==> config.mk <==
export PLATFORM = sky130hd
export DESIGN_NAME = spi_reg_target
export DESIGN_NICKNAME = d
export VERILOG_FILES = /design/src/rtl/spi_pkg.sv /design/src/rtl/spi_sync.sv /design/src/rtl/spi_reg_target.sv
export SDC_FILE = /design/constraint.sdc
export NUM_CORES = 1
export LEC_CHECK = 0
export CAP_MARGIN = 10
export CORE_ASPECT_RATIO = 1.2
export CORE_MARGIN = 4
export CORE_UTILIZATION = 30
export CTS_CLUSTER_DIAMETER = 200
export DETAILED_ROUTE_END_ITERATION = 8
export DONT_BUFFER_PORTS = 1
export SLEW_MARGIN = 20
export SYNTH_ARGS = -nofsm -noshare
export SYNTH_HDL_FRONTEND = slang
export SYNTH_SLANG_ARGS = --single-unit
==> constraint.sdc <==
create_clock -name i_mclk -period 2.4 [get_ports i_mclk]
set_input_delay 0.12 -clock i_mclk [delete_from_list [all_inputs] [get_ports i_mclk]]
set_output_delay 0.12 -clock i_mclk [all_outputs]
set_load 0.1 [all_outputs]
==> src/rtl/spi_pkg.sv <==
// Shared types and constants for the SPI register target.
package spi_pkg;

    localparam int HDR_BITS  = 8;
    localparam int DATA_BITS = 8;

    typedef struct packed {
        logic       rd_wr;
        logic [6:0] addr;
    } spi_hdr_t;

    typedef enum logic [1:0] {
        IDLE,
        HEADER,
        DATA,
        DONE
    } spi_tgt_state_t;

    function automatic logic f_in_range(input logic [6:0] addr, input int num_regs);
        return int'(addr) < num_regs;
    endfunction

endpackage

==> src/rtl/spi_sync.sv <==
// Multi-flop synchronizer for one asynchronous input, with edge pulses derived
// from the synchronized level (one mclk cycle wide).
module spi_sync #(
    parameter int   STAGES  = 2,
    parameter logic RST_VAL = 1'b0
) (
    input  logic i_clk,
    input  logic i_reset,
    input  logic i_d,
    output logic o_level,
    output logic o_rise,
    output logic o_fall
);

    logic [STAGES-1:0] r_sync;
    logic              r_prev;

    always_ff @(posedge i_clk) begin
        if (i_reset) begin
            r_sync <= {STAGES{RST_VAL}};
            r_prev <= RST_VAL;
        end else begin
            r_sync <= {r_sync[STAGES-2:0], i_d};
            r_prev <= r_sync[STAGES-1];
        end
    end

    assign o_level = r_sync[STAGES-1];
    assign o_rise  = o_level & ~r_prev;
    assign o_fall  = ~o_level & r_prev;

endmodule

==> src/rtl/spi_reg_target.sv <==
// SPI mode-0 responder with an addressed 8-bit register bank and a local access port.
// Define SPI_TGT_BURST_EN for auto-incrementing multi-byte frames.
module spi_reg_target
    import spi_pkg::*;
#(
    parameter int NUM_REGS    = 16,
    parameter int SYNC_STAGES = 2
) (
    input  logic       i_mclk,
    input  logic       i_reset,
    input  logic       i_sclk,
    input  logic       i_cs,
    input  logic       i_mosi,
    output logic       o_miso,
    input  logic [6:0] i_loc_addr,
    output logic [7:0] o_loc_rdata,
    input  logic       i_loc_we,
    input  logic [7:0] i_loc_wdata,
    output logic       o_wr_valid,
    output logic [6:0] o_wr_addr,
    output logic [7:0] o_wr_data,
    output logic       o_busy,
    output logic       o_addr_err
);

    localparam int AW = (NUM_REGS > 1) ? $clog2(NUM_REGS) : 1;

    logic w_sclk_lvl, w_sclk_rise, w_sclk_fall;
    logic w_cs_lvl, w_cs_rise, w_cs_fall;
    logic w_mosi, w_mosi_rise, w_mosi_fall;
    logic w_unused;

    spi_sync #(.STAGES(SYNC_STAGES), .RST_VAL(1'b0)) u_sync_sclk (
        .i_clk(i_mclk), .i_reset(i_reset), .i_d(i_sclk),
        .o_level(w_sclk_lvl), .o_rise(w_sclk_rise), .o_fall(w_sclk_fall)
    );

    spi_sync #(.STAGES(SYNC_STAGES), .RST_VAL(1'b1)) u_sync_cs (
        .i_clk(i_mclk), .i_reset(i_reset), .i_d(i_cs),
        .o_level(w_cs_lvl), .o_rise(w_cs_rise), .o_fall(w_cs_fall)
    );

    spi_sync #(.STAGES(SYNC_STAGES), .RST_VAL(1'b0)) u_sync_mosi (
        .i_clk(i_mclk), .i_reset(i_reset), .i_d(i_mosi),
        .o_level(w_mosi), .o_rise(w_mosi_rise), .o_fall(w_mosi_fall)
    );

    assign w_unused = ^{w_sclk_lvl, w_cs_lvl, w_mosi_rise, w_mosi_fall};

    spi_tgt_state_t r_state;
    logic [2:0]     r_cnt;
    logic [7:0]     r_shreg;
    logic           r_rd_wr;
    logic [6:0]     r_addr;
    logic           r_miso;
    logic           r_addr_err;
    logic           r_cm_vld;
    logic [6:0]     r_cm_addr;
    logic [7:0]     r_cm_data;

    logic [7:0]     r_bank [NUM_REGS];
    logic           r_wr_valid;
    logic [6:0]     r_wr_addr;
    logic [7:0]     r_wr_data;

    logic [7:0]     w_shin;
    spi_hdr_t       w_hdr;
    logic [7:0]     w_hdr_rdata;
    logic           w_last;

    assign w_shin      = {r_shreg[6:0], w_mosi};
    assign w_hdr       = spi_hdr_t'(w_shin);
    assign w_last      = (r_cnt == 3'(HDR_BITS - 1));
    assign w_hdr_rdata = f_in_range(w_hdr.addr, NUM_REGS) ? r_bank[w_hdr.addr[AW-1:0]] : 8'h00;
    assign o_loc_rdata = f_in_range(i_loc_addr, NUM_REGS) ? r_bank[i_loc_addr[AW-1:0]] : 8'h00;

`ifdef SPI_TGT_BURST_EN
    logic [6:0] w_next_addr;
    logic [7:0] w_next_rdata;
    assign w_next_addr  = (int'(r_addr) >= NUM_REGS - 1) ? 7'd0 : r_addr + 7'd1;
    assign w_next_rdata = r_bank[w_next_addr[AW-1:0]];
`endif

    always_ff @(posedge i_mclk) begin
        if (i_reset) begin
            r_state    <= IDLE;
            r_cnt      <= 3'd0;
            r_shreg    <= 8'h00;
            r_rd_wr    <= 1'b0;
            r_addr     <= 7'd0;
            r_miso     <= 1'b0;
            r_addr_err <= 1'b0;
            r_cm_vld   <= 1'b0;
            r_cm_addr  <= 7'd0;
            r_cm_data  <= 8'h00;
        end else begin
            r_addr_err <= 1'b0;
            r_cm_vld   <= 1'b0;
            if (w_cs_rise) begin
                r_state <= IDLE;
                r_cnt   <= 3'd0;
                r_miso  <= 1'b0;
            end else begin
                case (r_state)
                    IDLE: begin
                        if (w_cs_fall) begin
                            r_state <= HEADER;
                            r_cnt   <= 3'd0;
                            r_miso  <= 1'b0;
                        end
                    end
                    HEADER: begin
                        if (w_sclk_rise) begin
                            r_cnt   <= r_cnt + 3'd1;
                            r_shreg <= w_shin;
                            if (w_last) begin
                                r_rd_wr    <= w_hdr.rd_wr;
                                r_addr     <= w_hdr.addr;
                                r_addr_err <= !f_in_range(w_hdr.addr, NUM_REGS);
                                r_shreg    <= w_hdr_rdata;
                                r_state    <= DATA;
                            end
                        end
                    end
                    DATA: begin
                        if (r_rd_wr && w_sclk_fall) begin
                            r_miso  <= r_shreg[7];
                            r_shreg <= {r_shreg[6:0], 1'b0};
                        end
                        if (w_sclk_rise) begin
                            r_cnt <= r_cnt + 3'd1;
                            if (!r_rd_wr) r_shreg <= w_shin;
                            if (w_last) begin
                                // Out-of-range writes are silently dropped here.
                                if (!r_rd_wr && f_in_range(r_addr, NUM_REGS)) begin
                                    r_cm_vld  <= 1'b1;
                                    r_cm_addr <= r_addr;
                                    r_cm_data <= w_shin;
                                end
`ifdef SPI_TGT_BURST_EN
                                r_addr <= w_next_addr;
                                if (r_rd_wr) r_shreg <= w_next_rdata;
`else
                                r_state <= DONE;
                                r_miso  <= 1'b0;
`endif
                            end
                        end
                    end
                    default: ;
                endcase
            end
        end
    end

    // SPI commit is assigned last so it overrides a same-address local write.
    always_ff @(posedge i_mclk) begin
        if (i_reset) begin
            for (int i = 0; i < NUM_REGS; i++) r_bank[i] <= 8'h00;
            r_wr_valid <= 1'b0;
            r_wr_addr  <= 7'd0;
            r_wr_data  <= 8'h00;
        end else begin
            r_wr_valid <= r_cm_vld;
            if (i_loc_we && f_in_range(i_loc_addr, NUM_REGS))
                r_bank[i_loc_addr[AW-1:0]] <= i_loc_wdata;
            if (r_cm_vld) begin
                r_bank[r_cm_addr[AW-1:0]] <= r_cm_data;
                r_wr_addr <= r_cm_addr;
                r_wr_data <= r_cm_data;
            end
        end
    end

    assign o_miso     = r_miso;
    assign o_busy     = (r_state != IDLE);
    assign o_addr_err = r_addr_err;
    assign o_wr_valid = r_wr_valid;
    assign o_wr_addr  = r_wr_addr;
    assign o_wr_data  = r_wr_data;

endmodule

Yosys cells after proc, flatten, opt, wreduce, memory -nomap -nowiden
Memory sizes are Yosys's and may differ from the RTL's.
Index checks and enable logic that the tools add are counted.
W data, S select, Z words.
{ "classes": {"add_sub_neg": 1, "multipliers": 0, "div": 0, "order_cmp": 3, "eq_ne": 9, "shifts": 0, "mux": 37, "bitwise_logic": 13, "n_reduce_logical": 23} }
{ "ops": {"columns": ["cell", "count"], "rows": [
  ["$mux W8", 9],
  ["$lt A7 B5 Y1 const B", 3],
  ["$pmux W8 S2", 1],
  ["$reduce_or A8 Y1", 2],
  ["$mux W1", 15],
  ["$mux W2", 5],
  ["$reduce_or A5 Y1", 2],
  ["$not A1 Y1", 9],
  ["$mux W4", 2],
  ["$ne A2 B1 Y1 const B", 4],
  ["$reduce_bool A2 Y1", 4],
  ["$mux W3", 2],
  ["$pmux W2 S3", 1],
  ["$pmux W3 S2", 1],
  ["$reduce_and A3 Y1", 2],
  ["$reduce_and A6 Y1", 1],
  ["$reduce_and A5 Y1", 1],
  ["$and A1 B1 Y1", 4],
  ["$ne A2 B2 Y1 const B", 2],
  ["$reduce_and A4 Y1", 1],
  ["$reduce_or A2 Y1", 2],
  ["$add A3 B1 Y3 const B", 1],
  ["$eq A3 B3 Y1 const B", 1],
  ["$logic_and A1 B1 Y1", 3],
  ["7 further kinds", 8]
]} }
{ "totals": {"register_bits": 63, "latchBits": 0, "ramBits": 128, "mem_bits_ro": 0, "output_inout_bits": 27, "word_cells": 105, "memories": 1} }
{ "mem_list": {"columns": ["memory", "depth", "width", "rd", "rd_clocked_by_memory_dff", "write_ports", "line_no", "text"], "rows": [
  ["r_bank", 16, 8, 2, 0, 16, "spi_reg_target.sv:61", "logic [7:0] r_bank [NUM_REGS];"]
]} }

Depth between registers and ports, before layout
{ "logic_depth": {"word_depth": 7, "depth_mapped": 8} }

By module
A second synthesis with hierarchy kept.
{ "unflattened": {"hier_cells": 794, "hier_area_um2": 10239.8} }
{ "by_module_without_submodules": {"columns": ["module", "instances", "cells_per_inst", "area_per_inst_um2", "seq_area_each_um2"], "rows": [
  ["spi_reg_target", 1, 770, 9964.6, 4944.7],
  ["spi_sync (u_sync_mosi ...)", 2, 8, 91.3, 60.1],
  ["spi_sync (u_sync_cs)", 1, 8, 92.6, 60.1]
]} }

Worst setup path before layout
No wires, ideal clock.
{ "synth_timing": {"path_type": "in2reg", "from": "input port i_loc_addr[4]", "to": "memory r_bank[12][0] (enable)", "setup_time_ns": 0.384, "arrival_ns": 1.747, "required_ns": 2.016, "slack_ns": 0.269, "cell_stages": 5, "path_buffers": 1, "cell_sequence": "nor3_1 > clkbuf_1 > and3b_1 > nand2_1 > o21ai_0"} }
{ "synth_rtl": {"columns": ["element", "line_no", "text"], "rows": [
  ["start, declared", "spi_reg_target.sv:15", "input logic [6:0] i_loc_addr,"],
  ["end, declared", "spi_reg_target.sv:61", null]
]} }

==> results.cfg <==
[detailed_routing]
via_per_inst = 5.716
detail_route.wl_per_cell_um = 25.35
drtAntennaViolNets = 0
dr.pass1.iters = 5
num_vias = 7328
drc_errors = 0
wirelength_mm = 32.50
dr.first_iter.drc_count = 718

[yosys]
ys_seq_elements = 191
syn_nets = 800
synthFlopType = edfxtp_1
syn_inst = 772
yosys.cell_types.count = 49
avgSynthCellArea_um2 = 13.25
synth_edf_count = 128
ys_async_sr_fraction_pct = 0
seq_area_frac_synth_pct = 49.90
synthesis.area_mm2 = 0.01023
ys_warn_count = 0

[cells_and_area]
nets = 844
fillers = 3213
regArea_mm2 = 0.005109
stdcell_area_mm2 = 0.01198
multiInputGateArea_mm2 = 0.004776
fin_cells = 1282
area_delta_synth_final_pct = 17.07
final_util_pct = 35.83
drive_gt1_share_pct = 28.11

[outcome]
status = complete, but fails checks
violations = negative setup slack

[clock_network]
cts_max_path_buffers = 2
ctsHtreeMaxLevel = 4
cts_tree = built
numCtsBuffers = 17
insertion_delay_ns = 0.45
cts.sinks = 191
cts.clk_slew.worst_paths_ns = 0.07
clockRootBuffer = clkbuf_16

[power_and_ir_drop]
netSwitchingFraction_pct = 28.46
seqPwrFrac_pct = 46.4
clkPwrFrac_pct = 35.3
combinationalPowerShare_pct = 18.3
p_sw_uw = 2360
power_leakage_uw = 0.004256
p_int_uw = 5932
powerDensity_mw_per_mm2 = 692.3
vdd.ir_drop.worst_mv = 0.4893

[timing]
fin_ws_ns = -0.01838
tns_ns = -0.02789
finalHoldViolations = 0
worst_slew_pin_slew_ns = 1.197
maxSlewHeadroom_pct = 19.94
rsz0062_at_grt = true
finalMaxSlewViolations = 0
setup_viol = 2
finalCritPeriodShare_pct = 100.8
fin_skew_ns = 0.007446
clock.fmax_ghz = 0.4135
period_minus_slack_ns = 2.418

[placed_design]
place_area_mm2 = 0.01106
io_buffers = 0
place_congestion = 0.9053
dp_cells = 1227
dp_hpwl_mm = 22.74

[run]
drv_cap = 0

[floorplan]
ios = 48
die_w_um = 176.6
fp.dieH_um = 210.3
core-area_mm2 = 0.03343
num_rows = 73
initial_utilization_pct = 30.60
die-area_mm2 = 0.03713

[worst_setup_path]
required_ns = 2.28
path_max_fanout = 2
cp.arrival_ns = 2.30
cpMostUsedCell = mux4_2
crit_buf_inv = 1
cp_slowest_cell = mux4_2
slowest_delay_ns = 0.56
r2r-start = r_cm_addr[0]
path_cells = mux4_2, mux4_2, and2_4, buf_12
r2r_slack_ns = 0.24
cp_top_family = multiplexers
end_kind = primary output
path_class = reg2out
crit_start = r_bank[15][3]
startpoint_type = register

[grt]
grt_pass1_wl_mm = 47.66
grt_pass1_vias = 7201
grt_usage_pct = 17.43
antenna_found_initial = 4
grt_max_degree = 60
overflow = 0

[min_path]
hold_start = i_reset
hp-class = in2reg
-- flip-flops by register name, indices dropped and copies added, names as in the netlist --
signal              flops
o_addr_err              1
o_miso                  1
o_wr_addr               7
o_wr_data               8
o_wr_valid              1
r_addr                  7
r_bank                128
r_cm_addr               7
r_cm_data               8
r_cm_vld                1
r_cnt                   3
r_rd_wr                 1
r_shreg                 8
r_state                 2
u_sync_cs.r_prev        1
u_sync_cs.r_sync        2
u_sync_mosi.r_sync      2
u_sync_sclk.r_prev      1
u_sync_sclk.r_sync      2
-- stage by stage --
stage / total power (uW) / setup WS [ns] / hold WS, ns
final: 8292 / -0.01838 / 0.06230
after global routing: 8554 / -0.04523 / 0.06277
after CTS: 8309 / -0.02253 / 0.03731
after detailed placement: 5310 / 0.1847 / 0.2011
after global placement: 5291 / 0.2128 / 0.2000
after floorplan: 4871 / 0.2690 / 0.2238
-- power groups by stage --
stage	sequential [uW]	clock [uW]	combinational (uW)
2_1_floorplan	3800	0	1070
3_3_place_gp	3910	0	1380
3_5_place_dp	3920	0	1390
4_1_cts	3850	2960	1510
5_1_grt	3860	3080	1610
6_report	3850	2920	1520
-- synth_stat cells (2+ instances only) --
| library cell | instances | area, um2 |
|---|---|---|
| o21ai_0 | 20 | 100.1 |
| nor2_4 | 3 | 33.78 |
| inv_1 | 8 | 30.03 |
| a22oi_1 | 11 | 82.58 |
| nor3_2 | 10 | 100.1 |
| nor2_2 | 10 | 62.56 |
| nor2_1 | 66 | 247.7 |
| nand3b_1 | 5 | 37.54 |
| buf_2 | 9 | 45.04 |
| mux2i_1 | 39 | 390.4 |
| a221oi_1 | 6 | 52.55 |
| buf_1 | 19 | 71.32 |
| and3b_1 | 4 | 35.03 |
| a22o_1 | 130 | 1139 |
| mux4_2 | 72 | 1622 |
| nor2b_1 | 12 | 75.07 |
| a21oi_1 | 15 | 75.07 |
| edfxtp_1 | 128 | 3844 |
| o211ai_1 | 3 | 22.52 |
| ha_1 | 7 | 87.58 |
| mux2_2 | 3 | 33.78 |
| nor3_1 | 9 | 45.04 |
| dfxtp_1 | 63 | 1261 |
| a31oi_1 | 2 | 12.51 |
| nand2_1 | 15 | 56.30 |
| a211oi_1 | 6 | 45.04 |
| nor3_4 | 5 | 81.33 |
| buf_6 | 3 | 33.78 |
| o211a_1 | 3 | 30.03 |
| clkbuf_1 | 36 | 135.1 |
| and2_1 | 9 | 56.30 |
| buf_4 | 7 | 52.55 |
| nand3_1 | 4 | 20.02 |
| nand2b_1 | 10 | 62.56 |
| or2_2 | 4 | 25.02 |
| nand4_1 | 3 | 18.77 |
-- cell families after synthesis --
family,count (synthesis),share of synthesized area (%)
compound gates,203,15.84
flops,191,49.90
simple gates,175,9.820
mux,114,20.00
buf+inv,82,3.595
fa+ha+maj,7,0.8560
-- worst paths after layout --
check,to,cells past startpoint
max,o_loc_rdata[3],4
min,r_bank[9][0],3
max reg2reg,r_bank[10][2],4
min reg2reg,u_sync_cs.r_sync[1],1
-- layout by cell type, fill, tap and decap left out, types with 6 or more instances in the layout --
master,instances
edfxtp_1,128
mux4_2,72
a22oi_1,11
a221oi_1,6
mux2i_1,39
nor2_1,66
nor3_2,10
a211oi_1,6
o21ai_0,17
dlygate4sd3_1,13
nor2_2,10
a22o_1,130
buf_12,8
dfxtp_1,62
nand2b_1,10
and2_4,7
inv_1,8
buf_4,76
clkbuf_16,18
nand2_1,15
a21oi_1,15
nor3_1,9
nor2b_1,12
ha_1,7
-- routing by layer --
layer  GRT usage [%]  wire (um)  up-vias
met4           9.154       1569        0
met5               0          0        -
met3           3.677       2089       90
met1           20.05      11880     3716
met2           30.45      16960      338
li1                -          -     3184
-- tightest hold or removal path, delay by kind of cell --
family                 cells  cell delay (ns)
buffers and inverters      1             0.17
AOI/OAI and AO/OA          1             0.06
and+or+nand+nor            1             0.02
-- repair_timing --
item                       CTS  global route
pin swaps                    5             2
hold endpoints to repair   186             0
setup endpoints to repair    8            10
hold buffers                14             0
gates resized for setup     30             1
buffers inserted             6             0
-- final cells by class --
class,count,share of cell area [%]
Antenna cell,3,0.06268
Clock inverter,11,1.055
Timing Repair Buffer,99,7.511
Multi-Input combinational cell,499,39.87
Tap cell,450,4.701
Inverter,8,0.2507
Sequential cell,191,42.65
Clock buffer,21,3.896
Power figures use the tool's default switching activity.
